`src/rtl/seq_digit_adder_if.sv`:
```
// ---------------------------------------------------------------------------
// seq_digit_adder_if
// Bundles the start/busy/done handshake, the operands and the registered
// results of seq_digit_adder.
//   start, A, B, C0 : request and operands, driven by the master
//   busy, done      : handshake status, driven by the adder
//   S, CN, V        : registered sum, carry-out and signed overflow
// ---------------------------------------------------------------------------
interface seq_digit_adder_if #(
   parameter int WIDTH = 8
);
   logic             start;
   logic [WIDTH-1:0] A;
   logic [WIDTH-1:0] B;
   logic             C0;
   logic             busy;
   logic             done;
   logic [WIDTH-1:0] S;
   logic             CN;
   logic             V;

   modport master (
      output start, A, B, C0,
      input  busy, done, S, CN, V
   );

   modport slave (
      input  start, A, B, C0,
      output busy, done, S, CN, V
   );
endinterface

```
`src/rtl/seq_digit_adder.sv`:
```
// ---------------------------------------------------------------------------
// seq_digit_adder
// Multi-cycle adder: S = A + B + C0, computed DIGIT bits per clock, least
// significant digit first. Operands are latched when start is accepted in
// IDLE; done pulses for one cycle when S/CN/V have been updated.
//   clk  : rising-edge clock
//   rst  : synchronous, active-high reset
//   bus  : seq_digit_adder_if.slave (start, A, B, C0 in; busy, done, S, CN, V out)
// WIDTH must be >= 2 and a multiple of DIGIT.
// ---------------------------------------------------------------------------
module seq_digit_adder #(
   parameter int WIDTH = 8,
   parameter int DIGIT = 4
) (
   input  logic                clk,
   input  logic                rst,
   seq_digit_adder_if.slave    bus
);
   localparam int NDIG = WIDTH / DIGIT;
   localparam int IDXW = (NDIG > 1) ? $clog2(NDIG) : 1;

   typedef enum logic [1:0] {
      IDLE = 2'd0,
      RUN  = 2'd1,
      DONE = 2'd2
   } state_t;

   state_t           state_q, state_d;
   logic [WIDTH-1:0] a_q, a_d;
   logic [WIDTH-1:0] b_q, b_d;
   logic             carry_q, carry_d;
   logic [IDXW-1:0]  idx_q, idx_d;
   logic [WIDTH-1:0] sum_q, sum_d;   // partial sum, never visible on S
   logic [WIDTH-1:0] s_q, s_d;
   logic             cn_q, cn_d;
   logic             v_q, v_d;
   logic [DIGIT:0]   dsum;           // one digit plus its carry-out

   always_ff @(posedge clk) begin
      if (rst) begin
         state_q <= IDLE;
         a_q     <= '0;
         b_q     <= '0;
         carry_q <= 1'b0;
         idx_q   <= '0;
         sum_q   <= '0;
         s_q     <= '0;
         cn_q    <= 1'b0;
         v_q     <= 1'b0;
      end else begin
         state_q <= state_d;
         a_q     <= a_d;
         b_q     <= b_d;
         carry_q <= carry_d;
         idx_q   <= idx_d;
         sum_q   <= sum_d;
         s_q     <= s_d;
         cn_q    <= cn_d;
         v_q     <= v_d;
      end
   end

   always_comb begin
      state_d = state_q;
      a_d     = a_q;
      b_d     = b_q;
      carry_d = carry_q;
      idx_d   = idx_q;
      sum_d   = sum_q;
      s_d     = s_q;
      cn_d    = cn_q;
      v_d     = v_q;

      dsum = {1'b0, a_q[int'(idx_q)*DIGIT +: DIGIT]}
           + {1'b0, b_q[int'(idx_q)*DIGIT +: DIGIT]}
           + {{DIGIT{1'b0}}, carry_q};

      case (state_q)
         IDLE: begin
            if (bus.start) begin
               a_d     = bus.A;
               b_d     = bus.B;
               carry_d = bus.C0;
               idx_d   = '0;
               state_d = RUN;
            end
         end
         RUN: begin
            sum_d[int'(idx_q)*DIGIT +: DIGIT] = dsum[DIGIT-1:0];
            carry_d = dsum[DIGIT];
            idx_d   = idx_q + IDXW'(1);
            if (idx_q == IDXW'(NDIG - 1)) begin
               // Publish the complete result in one step. The carry into
               // the MSB is recovered from the MSB's own sum bit.
               s_d     = sum_d;
               cn_d    = dsum[DIGIT];
               v_d     = a_q[WIDTH-1] ^ b_q[WIDTH-1] ^ sum_d[WIDTH-1] ^ dsum[DIGIT];
               state_d = DONE;
            end
         end
         DONE: begin
            state_d = IDLE;
         end
         default: begin
            state_d = IDLE;
         end
      endcase
   end

   assign bus.busy = (state_q == RUN);
   assign bus.done = (state_q == DONE);
   assign bus.S    = s_q;
   assign bus.CN   = cn_q;
   assign bus.V    = v_q;
endmodule

```
`src/flat_wrapper.sv`:
```
// flat-port wrapper written by rule: the top's interface ports become plain ports
module seq_digit_adder_flat 
#(
   parameter int WIDTH = 8,
   parameter int DIGIT = 4
)
  (clk, rst, bus_start, bus_A, bus_B, bus_C0, bus_busy, bus_done, bus_S, bus_CN, bus_V);
  seq_digit_adder_if #(.WIDTH(WIDTH)) bus_i ();
  input  logic clk;
  input  logic rst;
  input wire logic [$bits(bus_i.start)-1:0] bus_start;
  input wire logic [$bits(bus_i.A)-1:0] bus_A;
  input wire logic [$bits(bus_i.B)-1:0] bus_B;
  input wire logic [$bits(bus_i.C0)-1:0] bus_C0;
  output wire logic [$bits(bus_i.busy)-1:0] bus_busy;
  output wire logic [$bits(bus_i.done)-1:0] bus_done;
  output wire logic [$bits(bus_i.S)-1:0] bus_S;
  output wire logic [$bits(bus_i.CN)-1:0] bus_CN;
  output wire logic [$bits(bus_i.V)-1:0] bus_V;
  assign bus_i.start = bus_start;
  assign bus_i.A = bus_A;
  assign bus_i.B = bus_B;
  assign bus_i.C0 = bus_C0;
  assign bus_busy = bus_i.busy;
  assign bus_done = bus_i.done;
  assign bus_S = bus_i.S;
  assign bus_CN = bus_i.CN;
  assign bus_V = bus_i.V;
  seq_digit_adder #(.WIDTH(WIDTH), .DIGIT(DIGIT)) u_core (.clk(clk), .rst(rst), .bus(bus_i));
endmodule
```
`config.mk`:
```
export PLATFORM = sky130hd
export DESIGN_NAME = seq_digit_adder_flat
export DESIGN_NICKNAME = d
export VERILOG_FILES = /design/src/rtl/seq_digit_adder_if.sv /design/src/rtl/seq_digit_adder.sv /design/src/flat_wrapper.sv
export SDC_FILE = /design/constraint.sdc
export NUM_CORES = 1
export LEC_CHECK = 0
export ABC_AREA = 1
export ABC_CLOCK_PERIOD_IN_PS = 1800
export CORE_MARGIN = 3
export CORE_UTILIZATION = 45
export DETAILED_ROUTE_END_ITERATION = 8
export GPL_TIMING_DRIVEN = 1
export PLACE_DENSITY = 0.86
export SLEW_MARGIN = 20
export SYNTH_ARGS = -nofsm -noshare
export SYNTH_HDL_FRONTEND = slang
export SYNTH_SLANG_ARGS = --single-unit
```
`constraint.sdc`:
```
create_clock -name clk -period 1.8 [get_ports clk]
set_input_delay 0.27 -clock clk [delete_from_list [all_inputs] [get_ports clk]]
set_output_delay 0.27 -clock clk [all_outputs]
set_load 0.05 [all_outputs]
```
-- After elaboration in Yosys (flattened, before gate mapping)
Index checks and enable logic that the tools add are counted.
- add/sub/neg operators: 4
- bitwise logic cells: 3
- eq/ne operators: 4
- shift-type cells: 4
- reduce and logical (&&, ||, !) cells: 6
- muxes and demuxes: 8
- operators by type and width (kind ; count):
    3-bit negation with 33-bit output ; 1
    4-bit by 33-bit variable shift with 8-bit output, first input constant ; 1
    4-bit by 33-bit variable part select with 8-bit output ; 1
    8-bit by 4-bit variable part select with 4-bit output ; 2
    8-bit bitwise mux ; 1
    2-bit AND reduction ; 4
    4-bit by 4-bit adder with 5-bit output ; 1
    5-bit by 1-bit adder with 5-bit output ; 1
    2-bit 2-to-1 mux ; 2
    1-bit one-hot mux with 2 select lines ; 2
    2-bit one-hot mux with 2 select lines ; 1
    1-bit bitwise XOR ; 3
    2-bit by 1-bit equality test with 1-bit output, second input constant ; 1
    2-bit equality test, second input constant ; 1
    2-bit zero test ; 1
    1-bit 2-to-1 mux ; 2
    2-bit by 1-bit inequality test with 1-bit output, second input constant ; 1
    2-bit inequality test, second input constant ; 1
    2-bit nonzero test ; 1
    1-bit adder, second input constant ; 1
- word-level logic and storage cells: 38
- register bits after elaboration: 38
- output and inout bits: 12

-- Depth between registers and ports, before layout
- depth in word-level cells: 7
- depth in mapped cells: 17
- mapped depth without buffers: 16

-- Least setup slack after synthesis
OpenSTA, ideal clock, no wires.
- path type: register -> register
- start: register u_core.idx_q
- end: register u_core.v_q (netlist: u_core.bus.V)
- cell stages (with the launch flop): 18
- library setup time: 0.109 ns
- arrival time: 1.882 ns
- slack: -0.191 ns
- cell sequence: dfxtp_1 > inv_2 > buf_2 > nand2_1 > nand2_1 > fa_1 > inv_1 > fa_1 > inv_1 > nand3_1 > nand2_1 > nand2_1 > nand2_1 > inv_1 > nand3_1 > nand3_1 > nand2_1 > inv_1
- longest elaborated chain between the ends: 7
- ends and longest elaborated chain (element ; line ; source):
    start: declaration ; seq_digit_adder.sv:32 ; logic [IDXW-1:0] idx_q, idx_d;
    start signal: assignment ; seq_digit_adder.sv:55 ; idx_q <= idx_d;
    8-bit by 4-bit variable part select with 4-bit output (on tied branches) ; seq_digit_adder.sv:74, seq_digit_adder.sv:75 ;
    4-bit by 4-bit adder with 5-bit output ; seq_digit_adder.sv:75 ; + {1'b0, b_q[int'(idx_q)*DIGIT +: DIGIT]}
    5-bit by 1-bit adder with 5-bit output ; seq_digit_adder.sv:76 ; + {{DIGIT{1'b0}}, carry_q};
    4-bit by 33-bit variable part select with 8-bit output ; seq_digit_adder.sv:89 ; sum_d[int'(idx_q)*DIGIT +: DIGIT] = dsum[DIGIT-1:0];
    8-bit bitwise mux ; seq_digit_adder.sv:89 ;
    1-bit bitwise XOR (2 in a row) ; seq_digit_adder.sv:97 ; v_d = a_q[WIDTH-1] ^ b_q[WIDTH-1] ^ sum_d[WIDTH-1] ^ dsum[DIGIT];
    end signal: assignment ; seq_digit_adder.sv:59 ; v_q <= v_d;
    end: declaration ; seq_digit_adder.sv:36 ; logic v_q, v_d;
Parallel ways exist; a longest one is shown, timed or not.
A chain may end at the register's enable or synchronous reset.

-- Worst setup path in the final report
Ends and elaborated chain as after synthesis.

==> flow_summary.yaml <==
synthesis:
  seq_area_frac_synth_pct: 43.0
  synthCells: 217
  syn-num-nets: 242
  synth_area_per_cell_sq_um: 7.51
  synth_top_family_by_area: "simple AND/OR/NAND/NOR gates"
  ys_ff_latch: 35
  synthMuxAreaShare_pct: 0
  synth_cell_types: 24
  synthSimpleGateAreaFrac_pct: 25.1
  synth-warning-count: 0
  synthXorXnorAreaFrac_pct: 0.537
  syn-cell-area_sq_um: 1630
  synth_compound_area_share_pct: 15.7
  synthAdderAreaFrac_pct: 4.76
place:
  dp_slack_ns: -0.152
  dp.cells: 299
  hpwl_microns: 2660
  place_congestion: 0.908
  portBuffers: 31
timing:
  min_period_ns: 1.86
  clock_skew_ns: 0.00586
  period_share_pct: 103
  hold_viol: 0
  worstMarginPinSlew_ns: 0.514
  slew_viol_final: 0
  slew_headroom_pct: 65.7
  fin_ws_ns: -0.0584
  finalSetupTns_ns: -0.0713
  rsz0062_at_grt: "yes"
  finalSetupViolations: 2
  hold_ws_ns: 0.454
  timing.fmax_ghz: 0.538
clock_network:
  clock-sinks: 35
  h-tree-depth: 2
  clk_pin_slew_worst_paths_ns: 0.11
  ctsHoldBuffers: 0
  cts_tree: "done"
  clock_latency_ns: 0.36
  cts_made_buffers: 5
  ctsRootBufferMaster: "clkbuf_4"
  cts_buffer_depth: 2
floorplan:
  coreArea_sq_um: 3420
  dieArea_sq_um: 4380
  rows: 21
  die_h_microns: 66.2
  fp.dieW_microns: 66.2
  io_pins: 32
  initial_core_util_pct: 47.7
pwr:
  p_int_uw: 1390
  vdd_drop_max_v: 0.000556
  leakagePower_uw: 0.00115
  p_clk_share_pct: 30.0
  pwr_density_cell_nw_per_um2: 872
  switchingPower_uw: 590
  switching_share_pct: 29.7
  combPwrFrac_pct: 26.5
  seqPwrFrac_pct: 43.5
critical_path:
  crit_type: "reg -> reg"
  critPathRequiredTime_ns: 2.06
  end_kind: "flip-flop"
  start_kind: "flip-flop"
  path_max_fanout: 6
  cp.arrival_ns: 2.12
job:
  cap_violations: 0
detailed_routing:
  wire_per_inst_microns: 12.0
  via_count: 1546
  drtPass1Iterations: 4
  first_iter_violations: 123
  wl_microns: 3710
  drtAntennaViolNets: 0
  drc: 0
  viasPerCell: 4.99
cells_and_area:
  fin_nets: 288
  post-route-util_pct: 66.6
  fin_cells: 310
  antennaDiodeCount: 0
  area_growth_pct: 39.6
  drive_gt1_share_pct: 25.8
  final_cell_mix: "dfxtp_1, nor2_1, nand2_1"
  final_common_cell: "dfxtp_1"
run_status:
  status: "complete, but fails checks"
  violations: "setup timing"
grt:
  grt_pass1_vias: 1477
  grtUsageTotal_pct: 18.2
  antenna_found_initial: 0
  grt_max_degree: 21
  gr-total-overflow: 0
  grt_pass1_wl_microns: 6050
hold_path:
  hp-class: "reg -> reg"
[worst max-delay path: stages, from the launching register on]
cell and delay [ns]:
dfxtp_4 0.38, inv_4 0.08, nand2_2 0.05, nand2_2 0.07, fa_2 0.21, inv_2 0.04, fa_2 0.34, inv_2 0.06
nand3_2 0.07, nand2_2 0.08, nand2_1 0.05, nand2_1 0.08, inv_1 0.05, nand3_1 0.06, nand3_1 0.06, nand2_1 0.06
inv_1 0.03
[logic make-up after synthesis]
logic type	after synthesis
XOR/XNOR	1
buffers and inverters	40
adder cells (fa/ha/maj)	5
flip-flops	35
AND/OR/NAND/NOR	89
AO/OA/AOI/OAI	47
[flip-flops by register name, indices dropped and copies added (netlist names)]
name,cells
u_core.bus.CN,1
u_core.bus.V,1
u_core.state_q,2
u_core.bus.S,8
u_core.b_q,8
u_core.carry_q,1
u_core.sum_q,5
u_core.a_q,8
u_core.idx_q,1
[cells in the mapped netlist (all sizes together)]
library cell / instances / area share (%)
dfxtp: 35 / 43
nand2: 34 / 8.1
nor2: 32 / 8.8
inv: 31 / 7.4
o21ai: 31 / 10
nand3: 19 / 5.8
a21oi: 12 / 3.7
buf: 9 / 3.5
ha: 3 / 2.3
or2: 3 / 1.2
fa: 2 / 2.5
o211ai: 2 / 0.92
a211oi: 1 / 0.46
a31oi: 1 / 0.38
nor3b: 1 / 1.2
xnor2: 1 / 0.54
[final cells by class]
| type | instances | area [sq um] |
|---|---|---|
| clock inverters | 2 | 35.0 |
| multi-input cells | 142 | 837 |
| clock buffers | 6 | 51.3 |
| flip-flops and latches | 35 | 704 |
| inverters | 31 | 124 |
| fillers | 303 | 1140 |
| well taps | 46 | 57.6 |
| repair buffers | 48 | 467 |
[power groups by stage]
stage          registers (uW)  logic, uW  clock network [uW]
2_1_floorplan             887        270                   0
3_3_place_gp              875        421                   0
3_5_place_dp              878        437                   0
4_1_cts                   862        472                 599
5_1_grt                   870        584                 629
6_report                  862        526                 595
[worst paths after layout]
| kind | from | to | slack, ns | depth (start not counted) |
|---|---|---|---|---|
| setup reg to reg | u_core.idx_q$_SDFFE_PP0P_ | u_core.bus.V$_SDFFE_PP0P_ | -0.06 | 16 |
| hold reg to reg | u_core.bus.S[6]$_SDFFE_PP0P_ | u_core.bus.S[6]$_SDFFE_PP0P_ | 0.45 | 2 |
| setup / recovery | u_core.idx_q$_SDFFE_PP0P_ | u_core.bus.V$_SDFFE_PP0P_ | -0.06 | 16 |
| hold / removal | u_core.bus.S[6]$_SDFFE_PP0P_ | u_core.bus.S[6]$_SDFFE_PP0P_ | 0.45 | 2 |
[layer usage]
metal	wire length, microns	up-vias	global-route usage [%]
li1	-	787	-
met4	62	0	7.11
met3	196	10	6.12
met2	1980	38	34.9
met1	1470	711	17.5
met5	0	-	0
[repair_timing]
action                                  4_1_cts  5_1_grt
setup buffers                                 1        2
endpoints found under the hold margin         0        0
gates resized for setup                      15       27
endpoints found under the setup margin       10       18
pin swaps                                     3        6
[stage by stage]
| stage | power (uW) | instance area, sq um |
|---|---|---|
| after global routing | 2080 | 2280 |
| after global placement | 1300 | 2060 |
| after floorplan | 1160 | 1640 |
| final | 1980 | 2280 |
| after CTS | 1930 | 2200 |
| after detailed placement | 1320 | 2060 |
Power figures use the tool's default switching activity.
